==> src/rtl/framebuffer_writer.sv <==
// Pixel writer for a frame buffer: queues incoming pixels, drops off-screen ones,
// and fills the whole screen with one colour when asked to clear.
//
// state  | meaning
// IDLE   | drain the pixel FIFO one entry per cycle; start a pending fill once the FIFO is empty
// CLEAR  | write the latched colour to every screen address, 0 up to the last one
module framebuffer_writer #(
  parameter int SCREEN_W   = 160,
  parameter int SCREEN_H   = 120,
  parameter int FIFO_DEPTH = 4
) (
  input  logic        clk,
  input  logic        resetn,
  input  logic        px_valid,
  output logic        px_ready,
  input  logic [7:0]  px_x,
  input  logic [6:0]  px_y,
  input  logic [2:0]  px_colour,
  input  logic        clear_req,
  input  logic [2:0]  clear_colour,
  output logic [14:0] fb_addr,
  output logic [2:0]  fb_data,
  output logic        fb_we,
  output logic        clear_done,
  output logic        busy,
  output logic [7:0]  drop_count
);

  localparam int          AW      = $clog2(FIFO_DEPTH);
  localparam logic [14:0] LP_LAST = 15'(SCREEN_W * SCREEN_H - 1);
  localparam logic [15:0] LP_W    = 16'(SCREEN_W);
  localparam logic [15:0] LP_H    = 16'(SCREEN_H);

  localparam logic [0:0] S_IDLE  = 1'b0;
  localparam logic [0:0] S_CLEAR = 1'b1;

  logic [17:0] r_mem [FIFO_DEPTH];
  logic [AW:0] r_wr_ptr;
  logic [AW:0] r_rd_ptr;
  logic [0:0]  r_state;
  logic        r_alive;
  logic        r_clear_pending;
  logic [2:0]  r_clear_colour;
  logic [14:0] r_fill_cnt;

  logic        w_empty;
  logic        w_full;
  logic        w_push;
  logic        w_pop;
  logic [17:0] w_head;
  logic [7:0]  w_hx;
  logic [6:0]  w_hy;
  logic [2:0]  w_hc;
  logic        w_offscreen;
  logic [14:0] w_pix_addr;

  assign w_empty = (r_wr_ptr == r_rd_ptr);
  assign w_full  = (r_wr_ptr[AW] != r_rd_ptr[AW]) &&
                   (r_wr_ptr[AW-1:0] == r_rd_ptr[AW-1:0]);

  // r_alive keeps ready low through reset; clear_done holds it off for the pulse cycle.
  assign px_ready = r_alive && !w_full && !r_clear_pending &&
                    (r_state != S_CLEAR) && !clear_done;
  assign busy     = !w_empty || r_clear_pending || (r_state == S_CLEAR);

  assign w_push = px_valid && px_ready;
  assign w_pop  = (r_state == S_IDLE) && !w_empty;

  assign w_head            = r_mem[r_rd_ptr[AW-1:0]];
  assign {w_hx, w_hy, w_hc} = w_head;
  assign w_offscreen       = ({8'd0, w_hx} >= LP_W) || ({9'd0, w_hy} >= LP_H);
  assign w_pix_addr        = 15'(w_hy) * 15'(SCREEN_W) + 15'(w_hx);

  always_ff @(posedge clk) begin
    if (w_push) r_mem[r_wr_ptr[AW-1:0]] <= {px_x, px_y, px_colour};
  end

  always_ff @(posedge clk or negedge resetn) begin
    if (!resetn) begin
      r_wr_ptr        <= '0;
      r_rd_ptr        <= '0;
      r_state         <= S_IDLE;
      r_alive         <= 1'b0;
      r_clear_pending <= 1'b0;
      r_clear_colour  <= 3'd0;
      r_fill_cnt      <= 15'd0;
      fb_addr         <= 15'd0;
      fb_data         <= 3'd0;
      fb_we           <= 1'b0;
      clear_done      <= 1'b0;
      drop_count      <= 8'd0;
    end else begin
      r_alive    <= 1'b1;
      fb_we      <= 1'b0;
      clear_done <= 1'b0;
      if (w_push) r_wr_ptr <= r_wr_ptr + 1'b1;
      if (w_pop)  r_rd_ptr <= r_rd_ptr + 1'b1;

      case (r_state)
        S_IDLE: begin
          if (w_pop) begin
            if (w_offscreen) begin
              if (drop_count != 8'hFF) drop_count <= drop_count + 8'd1;
            end else begin
              fb_we   <= 1'b1;
              fb_addr <= w_pix_addr;
              fb_data <= w_hc;
            end
          end else if (r_clear_pending) begin
            r_state    <= S_CLEAR;
            r_fill_cnt <= 15'd0;
          end
          if (clear_req && !r_clear_pending) begin
            r_clear_pending <= 1'b1;
            r_clear_colour  <= clear_colour;
          end
        end
        S_CLEAR: begin
          fb_we   <= 1'b1;
          fb_addr <= r_fill_cnt;
          fb_data <= r_clear_colour;
          if (r_fill_cnt == LP_LAST) begin
            r_state         <= S_IDLE;
            r_clear_pending <= 1'b0;
            clear_done      <= 1'b1;
          end else begin
            r_fill_cnt <= r_fill_cnt + 15'd1;
          end
        end
        default: r_state <= S_IDLE;
      endcase
    end
  end

endmodule

==> config.mk <==
export PLATFORM = sky130hd
export DESIGN_NAME = framebuffer_writer
export DESIGN_NICKNAME = d
export VERILOG_FILES = /design/src/rtl/framebuffer_writer.sv
export SDC_FILE = /design/constraint.sdc
export NUM_CORES = 1
export LEC_CHECK = 0
export BUFFER_PORTS_ARGS = -buffer_cell sky130_fd_sc_hd__buf_4
export CORE_ASPECT_RATIO = 1.5
export CORE_MARGIN = 4
export CORE_UTILIZATION = 31
export DETAILED_ROUTE_END_ITERATION = 7
export PLACE_DENSITY = 0.46
export SYNTH_ARGS = -nofsm -noshare
export SYNTH_HDL_FRONTEND = slang
export SYNTH_SLANG_ARGS = --single-unit
==> constraint.sdc <==
create_clock -name clk -period 4.05 [get_ports clk]
set_input_delay 0.81 -clock clk [delete_from_list [all_inputs] [get_ports clk]]
set_output_delay 0.81 -clock clk [all_outputs]
set_load 0.02 [all_outputs]
# Word-level counts from Yosys, hierarchy flattened
# Memory sizes are Yosys's and may differ from the RTL's.
# Cells that the tools add are included.
# classes
addsub	5
mul	1
n_div	0
n_lt_le_gt_ge	2
eq_ne	12
n_shift	0
muxes	24
n_bitwise	1
n_reduce_logical	20
# op_table
op	count
2-to-1 mux 15 bit	5
case mux 15 bit (2 select lines)	2
adder 15 x 1 -> 15 bit, second input constant	1
adder 15 x 8 -> 15 bit	1
== test 15 bit, second input constant	1
2-to-1 mux 1 bit	11
multiplier 7 x 3 -> 10 bit, second input constant	1
!= test 2 bit, second input constant	5
adder 8 x 1 -> 8 bit, second input constant	1
>= comparator 8 bit, second input constant	1
logical AND 1 bit	8
!= test 8 bit, second input constant	1
>= comparator 7 bit, second input constant	1
adder 3 x 1 -> 3 bit, second input constant	2
2-to-1 mux 3 bit	2
case mux 1 bit (2 select lines)	3
case mux 3 bit (2 select lines)	1
AND reduction 2 bit	3
logical NOT 1 bit	4
!= test 2 x 1 -> 1 bit, second input constant	2
AND reduction 4 bit	1
== test 3 bit	1
logical OR 1 bit	3
AND reduction 3 bit	1
other kinds (3)	3
# word_totals
register_bits	55
latch_bits	0
ramBits	72
rom_bits	0
inputBits	25
out_inout_bits	30
n_memories	1
# mem_list
memory	depth	width	rd	rd_clocked_by_memory_dff	wr	line	rtl
r_mem	4	18	1	0	1	37	logic [17:0] r_mem [FIFO_DEPTH];

# Longest topological paths before layout
# Gate-level depths: netlist of the first run.
# depth
word_depth	10
mapped_depth	13

# Worst setup path before layout of the first run
# Ideal clock, no wire load.
# synth_timing
path_type	register to register
start	register r_rd_ptr[0]
end	register fb_addr[14]
setup_time_ns	0.095
arrival_ns	3.890
required_time_ns	3.955
setup_slack_ns	0.065
stages_incl_launch_ff	14
path_buffers	2
period_less_slack_ns	3.985
path_cell_list	dfrtp_1 buf_6 buf_1 mux4_2 ha_1 ha_1 inv_1 fa_1 nor2b_1 nand2_1 nor4_1 a22oi_1 o21a_1 o31ai_1
# synth_between
elab_chain_len	6
elab_cells_between_ends	15
# synth_lines
item	line	rtl
start: declaration	39	logic [AW:0] r_rd_ptr;
start signal: assignment	97	if (w_pop) r_rd_ptr <= r_rd_ptr + 1'b1;
memory read (4 x 18 bit)	--	
multiplier 7 x 3 -> 10 bit	72	assign w_pix_addr = 15'(w_hy) * 15'(SCREEN_W) + 15'(w_hx);
adder 15 x 8 -> 15 bit	72	
2-to-1 mux 15 bit	102	if (w_offscreen) begin
2-to-1 mux 15 bit	101	if (w_pop) begin
case mux 15 bit (2 select lines)	99	case (r_state)
end signal: assignment	106	fb_addr <= w_pix_addr;
end signal: assignment	120	fb_addr <= r_fill_cnt;
end: declaration	21	output logic [14:0] fb_addr,
# Parallel ways exist; a longest one is shown, timed or not. The select of a mux whose other input is x is not followed.
# A chain may end at the register's enable or synchronous reset.

# Worst setup path after layout of the first run
# Same ends and word-level chain as after synthesis.

==> results of run 1 <==
## layout make-up
cell class / instances / share of cell area, %
Clock buffer: 18 / 6.11
Clock inverter: 14 / 2.23
Tap cell: 248 / 4.42
Inverter: 25 / 1.34
Multi-Input combinational cell: 235 / 28.7
Timing Repair Buffer: 64 / 6.84
Sequential cell: 127 / 50.4
## critical path, stage by stage (launching register included)
cell and delay [ns]:
dfrtp_1 0.43, buf_4 0.28, mux4_2 0.59, ha_1 0.34, inv_1 0.06, fa_1 0.45
xnor2_1 0.22, nand2_1 0.10, nor4_1 0.27, buf_4 0.18, a22oi_1 0.07, o21a_1 0.23
o31ai_1 0.22
## report_power, final
group,total [mW],internal [mW],switching [mW]
clock network,1.51,0.917,0.592
logic,0.0359,0.0150,0.0209
registers,1.37,1.37,0.000159
total,2.91,2.30,0.613
## per-layer routing
layer	global-route usage [%]	wire, um
met1	13.7	4930
met2	22.4	6620
met3	3.26	460
met4	4.59	192
met5	0	0
## stage by stage
step	hold slack [ns]	power (mW)	setup WS, ns
finish	0.452	2.91	0.496
floorplan	0.460	1.40	0.0647
CTS	0.481	2.96	0.461
detailed placement	0.475	1.43	0.477
global placement	0.475	1.43	0.531
global route	0.494	3.03	0.227
## logic make-up (layout without fill, tap and decap cells)
family / Yosys count / count (layout) / synth area share [%]
compound gates: 62 / 62 / 7.86
mux: 24 / 24 / 8.49
fa+ha+maj: 22 / 22 / 5.07
buf+inv: 38 / 121 / 3.06
other cells: 1 / 1 / 0.0654
simple gates: 92 / 92 / 8.52
xor+xnor: 34 / 34 / 5.20
flops: 127 / 127 / 61.7
## registers in the layout (all words and copies together) (netlist names)
name             flops
clear_done           1
drop_count           8
fb_addr             15
fb_data              3
fb_we                1
r_alive              1
r_clear_colour       3
r_clear_pending      1
r_fill_cnt          15
r_mem               72
r_rd_ptr             3
r_state              1
r_wr_ptr             3
## how the worst max path moves through the flow
stage	startpoint	to	slack, ns
finish	r_rd_ptr[0]$_DFFE_PN0P_	fb_addr[14]$_DFFE_PN0P_	0.50
global route	r_rd_ptr[0]$_DFFE_PN0P_	fb_addr[14]$_DFFE_PN0P_	0.23
CTS	r_rd_ptr[0]$_DFFE_PN0P_	fb_addr[14]$_DFFE_PN0P_	0.46
detailed placement	r_rd_ptr[0]$_DFFE_PN0P_	fb_addr[14]$_DFFE_PN0P_	0.48
global placement	r_rd_ptr[0]$_DFFE_PN0P_	fb_addr[14]$_DFFE_PN0P_	0.53
floorplan	r_rd_ptr[0]$_DFFE_PN0P_	fb_addr[14]$_DFFE_PN0P_	0.06
## cells in the mapped netlist, drive strengths merged (2+ instances only)
cell    number
nand4        8
o21ai       10
a41oi        2
ha          20
o21a         4
and2         3
a21oi       17
a22oi        4
xnor2       21
buf          8
mux2         5
nor3b        2
fa           2
and3        10
edfxtp      72
nor4         2
clkbuf       5
nand2b       2
mux4        18
nor2        27
or3          2
nor3         3
nand3        7
inv         25
xor2        13
nand2       19
nor2b        3
o22ai        9
dfrtp       55
a221o        4
a211oi       4
## placed cells by master (no fill, tap or decap), types with 3 or more instances in the layout
cell	count
nor2_1	27
nand2_1	17
and3_1	10
nand3_1	7
buf_4	64
dfrtp_1	55
nor3_1	3
inv_6	5
edfxtp_1	72
ha_1	20
o21a_1	4
clkinv_4	4
o21ai_0	9
xnor2_1	21
a211oi_1	4
and2_1	3
a21oi_1	15
o22ai_1	9
nor2b_1	3
mux4_2	14
a22oi_1	4
a221o_1	4
mux2_2	5
xor2_1	13
clkbuf_16	17
mux4_1	4
inv_1	25
nand4_1	8
==> impl_metrics.csv, run 1 <==
group,metric,value,unit
cells_and_area,regArea,3540,um^2
placed_design,hpwl,8.61,mm
logic_synthesis,synth_warnings,0,
sta,setup_viol,0,
placed_design,port_buffers,54,
sta,slew-limit-headroom,47.7,%
sta,layout_min_cycle_time,3.55,ns
sta,clock_skew,0.00905,ns
detailed_routing,ant_nets,0,
sta,finalSetupTns,0,ns
die,initial_core_util,31.7,%
worst_setup_path,rr_startpoint,"r_rd_ptr[0]$_DFFE_PN0P_",
cells_and_area,multiInputGateArea,2020,um^2
power_and_ir_drop,power_density,415,nW/um^2
cells_and_area,diodes,0,
sta,fmax,0.281,GHz
clocking,clkTransAtPathRegs,0.06,ns
global_routing,grt_overflow,0,
worst_setup_path,required,4.36,ns
detailed_routing,drt_iter0_markers,160,
die,die_h,175,um
placed_design,gp_congestion,0.787,
power_and_ir_drop,vdd_drop_max,0.304,mV
logic_synthesis,synth-async-reset-ratio,43.3,%
global_routing,antenna_found_initial,0,
logic_synthesis,synth_area,5730,um^2
global_routing,grt_pass1_wl,19.8,mm
detailed_routing,vias_per_cell,4.72,
clocking,cts_buffer_depth,2,
detailed_routing,routed_wl,12.2,mm
global_routing,grt_pass1_vias,3680,
die,coreArea,18100,um^2
die,rows,60,
cells_and_area,finalNetCount,517,
worst_setup_path,path_class,"reg2reg",
cells_and_area,drive_above_1_share,25.7,%
cells_and_area,final_util,38.8,%
worst_setup_path,critPathLaunchType,"flop",
detailed_routing,wire_per_inst,16.7,um
logic_synthesis,synth-main-ff-cell,"edfxtp_1",
clocking,cts-root-buf,"clkbuf_16",
clocking,cts_resized,0,
sta,timing.final.crit_share,87.7,%
logic_synthesis,yosysSeqAreaShare,61.7,%
detailed_routing,vias,3452,
worst_setup_path,worstSetupEndpointType,"flop",
logic_synthesis,syn_nets,447,
clocking,post-cts-setup-buffer-count,0,
logic_synthesis,synth_area_leaders,"edfxtp_1 38%, dfrtp_1 24%, mux4_2 5.5%",
logic_synthesis,yosysTopAreaCell,"edfxtp_1",
clocking,cts_inserted_buffers,17,
worst_hold_path,hold_class,"in2async",
logic_synthesis,ys_ff_latch,127,
cells_and_area,final_cells,731,
global_routing,grt_max_degree,56,
detailed_routing,drt_first_pass_iters,4,
clocking,cts_tree,"built",
power_and_ir_drop,p_leak,2.81,nW
cells_and_area,syn2layout_area_growth,22.6,%
sta,hold_viol_final,0,
placed_design,dp.cells,699,
clocking,insertion_delay,0.41,ns
cells_and_area,n_fill_cell,1701,
clocking,cts_sinks,127,
sta,worstMarginPinSlew,0.785,ns
worst_setup_path,worstRegToRegCells,12,
worst_setup_path,rrSetupSlack,0.50,ns
cells_and_area,final_cell_area,7030,um^2
die,io_pins,55,
logic_synthesis,ys_types,54,
status,status,"finished clean",
detailed_routing,route.detailed.drc,0,
die,die_area,20800,um^2
logic_synthesis,synth_cells,400,
placed_design,dpl_cell_area,6440,um^2
worst_setup_path,cp_max_fo,10,
logic_synthesis,syn_area_per_cell,14.3,um^2
logic_synthesis,synth_top_area_share,37.7,%
global_routing,grt.total_usage,12.3,%
sta,rsz0062_at_grt,"no",
sta,drv_slew,0,
worst_setup_path,r2r-end,"fb_addr[14]$_DFFE_PN0P_",
logic_synthesis,synth_edf_count,72,
die,die_x,119,um
worst_setup_path,critPathArrivalTime,3.86,ns
run,drv_cap,0,
clocking,hold_buffers,0,
clocking,h-tree-depth,4,
Power figures use the tool's default switching activity.
==> inputs of run 2 (changes only) <==
Settings changed: MAX_ROUTING_LAYER set to met4.
==> run 2 against run 1 <==
Compared with the run above: first-iteration DRC count down 11%; via count about the same; combinational power about the same; sequential power about the same; register-to-register slack about the same; utilization unchanged; highest routed layer unchanged; global-route usage up 0.36 points; non-clock buffer count unchanged; design area unchanged.
==> impl_metrics.csv, run 2 (synthesized netlist as in run 1, its figures left out) <==
group,metric,value,unit
clocking,hold_buffers,0,
die,die_x,119,um
detailed_routing,drt_iter0_markers,143,
power_and_ir_drop,switching_power,0.613,mW
global_routing,grt_pass1_wl,19.8,mm
cells_and_area,final_cells,731,
die,initial_core_util,31.7,%
worst_setup_path,critPathArrivalTime,3.86,ns
worst_setup_path,worstSetupEndpointType,"flop",
sta,rsz0062_at_grt,"no",
clocking,h-tree-depth,4,
clocking,post-cts-setup-buffer-count,0,
global_routing,grt_overflow,0,
die,coreArea,18100,um^2
power_and_ir_drop,p_clk_share,51.8,%
cells_and_area,regArea,3540,um^2
clocking,cts_tree,"built",
power_and_ir_drop,p_sw_share,21.0,%
cells_and_area,diodes,0,
clocking,cts_inserted_buffers,17,
cells_and_area,layout_common_cells,"72 x edfxtp_1, 64 x buf_4, 55 x dfrtp_1",
detailed_routing,routed_wl,12.2,mm
die,die_area,20800,um^2
worst_setup_path,cp_max_fo,10,
power_and_ir_drop,p_leak,2.81,nW
detailed_routing,drt_first_pass_iters,4,
worst_setup_path,required,4.36,ns
global_routing,grt_max_degree,56,
clocking,cts_sinks,127,
clocking,clkTransAtPathRegs,0.06,ns
worst_hold_path,hold_class,"in2async",
worst_setup_path,critPathLaunchType,"flop",
global_routing,antenna_found_initial,0,
power_and_ir_drop,power_density,415,nW/um^2
cells_and_area,drive_above_1_share,25.7,%
global_routing,grt.total_usage,12.7,%
cells_and_area,finalNetCount,517,
worst_setup_path,path_class,"reg2reg",
placed_design,gp_congestion,0.798,
cells_and_area,syn2layout_area_growth,22.6,%
sta,hold_ws,0.451,ns
sta,worstMarginPinSlew,0.781,ns
detailed_routing,vias_per_cell,4.72,
placed_design,dp.cells,699,
detailed_routing,wire_per_inst,16.7,um
sta,drv_slew,0,
die,rows,60,
placed_design,hpwl,8.61,mm
detailed_routing,vias,3450,
sta,slew-limit-headroom,47.9,%
cells_and_area,multiInputGateArea,2020,um^2
sta,setup_viol,0,
die,io_pins,55,
power_and_ir_drop,combPwrFrac,1.2,%
sta,clock_skew,0.00905,ns
clocking,cts_buffer_depth,2,
sta,timing.final.crit_share,87.8,%
run,drv_cap,0,
sta,hold_viol_final,0,
detailed_routing,route.detailed.drc,0,
sta,finalSetupTns,0,ns
power_and_ir_drop,total_power,2.91,mW
power_and_ir_drop,p_int,2.30,mW
global_routing,grt_pass1_vias,3679,
power_and_ir_drop,p_seq_share,47.0,%
clocking,cts_resized,0,
sta,fmax,0.281,GHz
clocking,insertion_delay,0.41,ns
die,die_h,175,um
placed_design,port_buffers,54,
cells_and_area,final_common_cell,"edfxtp_1",
detailed_routing,ant_nets,0,
sta,layout_min_cycle_time,3.56,ns
power_and_ir_drop,vdd_drop_max,0.304,mV
cells_and_area,largest_reg_flops,72,
status,status,"finished clean",
clocking,cts-root-buf,"clkbuf_16",
cells_and_area,n_fill_cell,1701,
[run 2: final cells by class]
type	instances	area share [%]
Multi-Input combinational cell	235	28.7
Timing Repair Buffer	64	6.84
Tap cell	248	4.42
Clock inverter	14	2.23
Sequential cell	127	50.4
Inverter	25	1.34
Clock buffer	18	6.11
[run 2: power groups by stage]
stage / logic (mW) / clock network, mW / registers, mW
global route: 0.0417 / 1.62 / 1.37
floorplan: 0.000151 / 0 / 1.40
global placement: 0.0366 / 0 / 1.40
CTS: 0.0380 / 1.55 / 1.37
detailed placement: 0.0380 / 0 / 1.40
finish: 0.0358 / 1.51 / 1.37
[run 2: final timing paths]
path	from	to	slack, ns	depth (start not counted)
max	r_rd_ptr[0]$_DFFE_PN0P_	fb_addr[14]$_DFFE_PN0P_	0.49	12
min in group clk	r_wr_ptr[2]$_DFFE_PN0P_	r_wr_ptr[2]$_DFFE_PN0P_	0.48	1
max reg2reg	r_rd_ptr[0]$_DFFE_PN0P_	fb_addr[14]$_DFFE_PN0P_	0.49	12
min	resetn	fb_addr[11]$_DFFE_PN0P_	0.45	1
max in group asynchronous	resetn	r_wr_ptr[1]$_DFFE_PN0P_	3.12	1
min reg2reg	r_wr_ptr[2]$_DFFE_PN0P_	r_wr_ptr[2]$_DFFE_PN0P_	0.48	1
[run 2: critical path, cell delays in order (launching register included)]
cell and delay, ns:
dfrtp_1 0.43, buf_4 0.28, mux4_2 0.59, ha_1 0.34
inv_1 0.06, fa_1 0.45, xnor2_1 0.22, nand2_1 0.10
nor4_1 0.27, buf_4 0.18, a22oi_1 0.07, o21a_1 0.23
o31ai_1 0.22
[run 2: per-stage QoR]
step	setup WS [ns]	area, um^2	utilization [%]
global route	0.227	7030	38.8
floorplan	0.0647	5730	-
finish	0.494	7030	38.8
global placement	0.531	6440	35.6
detailed placement	0.477	6440	35.6
CTS	0.461	7030	38.8
[run 2: routing by layer]
| metal | routed length (um) | share of wire (%) | global-route usage, % | vias up |
|---|---|---|---|---|
| li1 | - | - | - | 1635 |
| met1 | 5000 | 41 | 13.8 | 1724 |
| met5 | 0 | 0 | - | - |
| met4 | 191 | 1.6 | 4.59 | 0 |
| met3 | 397 | 3.3 | 3.06 | 16 |
| met2 | 6620 | 54 | 22.3 | 75 |
==> inputs of run 3 (changes only) <==
Settings changed: CORE_ASPECT_RATIO 1.5 to 1.25, PLACE_DENSITY 0.46 to 0.44.
Clock period 4.05 ns to 3.6 ns, I/O delays scaled along.
==> run 3 against run 2 <==
Compared with the run above: hold slack worse by 0.091 ns; register-to-register slack worse by 0.21 ns; sequential cell count unchanged; combinational power up 16%; largest cell class unchanged; clock skew down 0.0022 ns; via count down 0.32%; utilization up 0.14 points; power up 14%; clock-buffer cell count up 4; global-route usage up 0.74 points.
==> impl_metrics.csv, run 3 (synthesized netlist as in run 1, its figures left out) <==
group,metric,value,unit
die,coreArea,18200,um^2
sta,layout_min_cycle_time,3.31,ns
die,io_pins,55,
clocking,cts_buffer_depth,2,
cells_and_area,final_cells,714,
sta,timing.final.crit_share,92.1,%
power_and_ir_drop,p_leak,2.84,nW
sta,rsz0062_at_grt,"no",
detailed_routing,drt_iter0_markers,201,
worst_hold_path,hold_class,"in2async",
worst_setup_path,r2r-end,"fb_addr[14]$_DFFE_PN0P_",
worst_setup_path,critPathLaunchType,"flop",
clocking,hold_buffers,0,
sta,clock_skew,0.00682,ns
detailed_routing,vias,3439,
worst_setup_path,path_class,"reg2reg",
power_and_ir_drop,vdd_drop_max,0.319,mV
cells_and_area,multiInputGateArea,2040,um^2
run,drv_cap,0,
clocking,cts-root-buf,"clkbuf_16",
cells_and_area,layout_common_cells,"72 x edfxtp_1, 66 x buf_4, 54 x dfrtp_1",
die,die_x,130,um
cells_and_area,syn2layout_area_growth,23.6,%
cells_and_area,final_common_cell,"edfxtp_1",
cells_and_area,regArea,3540,um^2
worst_setup_path,rrSetupSlack,0.29,ns
detailed_routing,drt_first_pass_iters,5,
sta,hold_ws,0.359,ns
placed_design,port_buffers,54,
detailed_routing,vias_per_cell,4.82,
global_routing,grt_pass1_vias,3674,
worst_setup_path,rr_startpoint,"r_rd_ptr[0]$_DFFE_PN0P_",
clocking,cts_inserted_buffers,17,
cells_and_area,final_util,39.0,%
global_routing,grt_max_degree,56,
cells_and_area,n_fill_cell,1719,
die,initial_core_util,31.5,%
placed_design,hpwl,8.91,mm
clocking,cts_sinks,127,
cells_and_area,largest_reg_flops,72,
placed_design,dp.cells,680,
cells_and_area,finalNetCount,520,
sta,setup_viol,0,
power_and_ir_drop,total_power,3.33,mW
die,die_area,20700,um^2
clocking,cts_tree,"built",
detailed_routing,ant_nets,0,
sta,fmax,0.302,GHz
power_and_ir_drop,power_density,470,nW/um^2
detailed_routing,wire_per_inst,17.6,um
global_routing,grt.total_usage,13.4,%
worst_setup_path,critPathArrivalTime,3.63,ns
die,die_h,160,um
worst_setup_path,cp_max_fo,12,
global_routing,grt_pass1_wl,20.5,mm
sta,slew-limit-headroom,51.0,%
clocking,clkTransAtPathRegs,0.06,ns
placed_design,gp_congestion,0.733,
status,status,"finished clean",
worst_setup_path,worstRegToRegCells,10,
cells_and_area,diodes,0,
sta,hold_viol_final,0,
sta,finalSetupTns,0,ns
clocking,insertion_delay,0.41,ns
detailed_routing,route.detailed.drc,0,
global_routing,grt_overflow,0,
worst_setup_path,required,3.92,ns
worst_setup_path,worstSetupEndpointType,"flop",
detailed_routing,routed_wl,12.5,mm
clocking,h-tree-depth,4,
sta,drv_slew,0,
die,rows,55,
cells_and_area,drive_above_1_share,26.5,%
sta,worstMarginPinSlew,0.735,ns
global_routing,antenna_found_initial,0,
## run 3: worst max-delay path by stage
| stage | start | endpoint | cells past startpoint |
|---|---|---|---|
| global placement | r_rd_ptr[0]$_DFFE_PN0P_ | fb_addr[14]$_DFFE_PN0P_ | 11 |
| detailed placement | r_rd_ptr[0]$_DFFE_PN0P_ | fb_addr[14]$_DFFE_PN0P_ | 11 |
| CTS | r_rd_ptr[0]$_DFFE_PN0P_ | fb_addr[14]$_DFFE_PN0P_ | 11 |
| global route | r_rd_ptr[1]$_DFFE_PN0P_ | fb_addr[14]$_DFFE_PN0P_ | 11 |
| floorplan | r_rd_ptr[0]$_DFFE_PN0P_ | fb_addr[14]$_DFFE_PN0P_ | 13 |
| finish | r_rd_ptr[0]$_DFFE_PN0P_ | fb_addr[14]$_DFFE_PN0P_ | 10 |
## run 3: critical path: stages, from the launching register on
cell      delay [ns]
dfrtp_2         0.42
buf_12          0.18
mux4_2          0.55
ha_1            0.34
ha_1            0.30
a211oi_1        0.37
nor3b_2         0.14
nor4_4          0.38
a22oi_1         0.11
o21a_1          0.22
o31ai_1         0.22
## run 3: layout make-up
cell class	instances	share of cell area, %
Clock buffer	22	6.56
Clock inverter	10	1.94
Inverter	25	1.33
Multi-Input combinational cell	235	28.9
Sequential cell	127	50.0
Tap cell	228	4.03
Timing Repair Buffer	67	7.28
## run 3: per-stage QoR
step	instance area (um^2)	setup WS, ns
floorplan	5740	0.0216
global placement	6440	0.142
detailed placement	6440	0.0408
CTS	7040	0.0172
global route	7080	0.0269
finish	7080	0.285
## run 3: repair_timing
| action | in CTS | in global routing |
|---|---|---|
| resized for setup | 0 | 4 |
| endpoints found under the setup margin | 0 | 2 |
| setup buffers | 0 | 2 |
## run 3: per-layer routing
layer | global-route usage, % | wire length (um) | vias to the layer above
met2 | 22.2 | 6640 | 72
met3 | 3.88 | 550 | 11
met5 | - | 0 | -
met1 | 15.7 | 5190 | 1719
li1 | - | - | 1637
met4 | 4.25 | 166 | 0
## run 3: power breakdown
part           switching [mW]  internal [mW]  total (mW)
Sequential           0.000129           1.54        1.54
Clock                   0.619           1.12        1.74
Combinational          0.0246         0.0169      0.0415
Total                   0.644           2.68        3.33
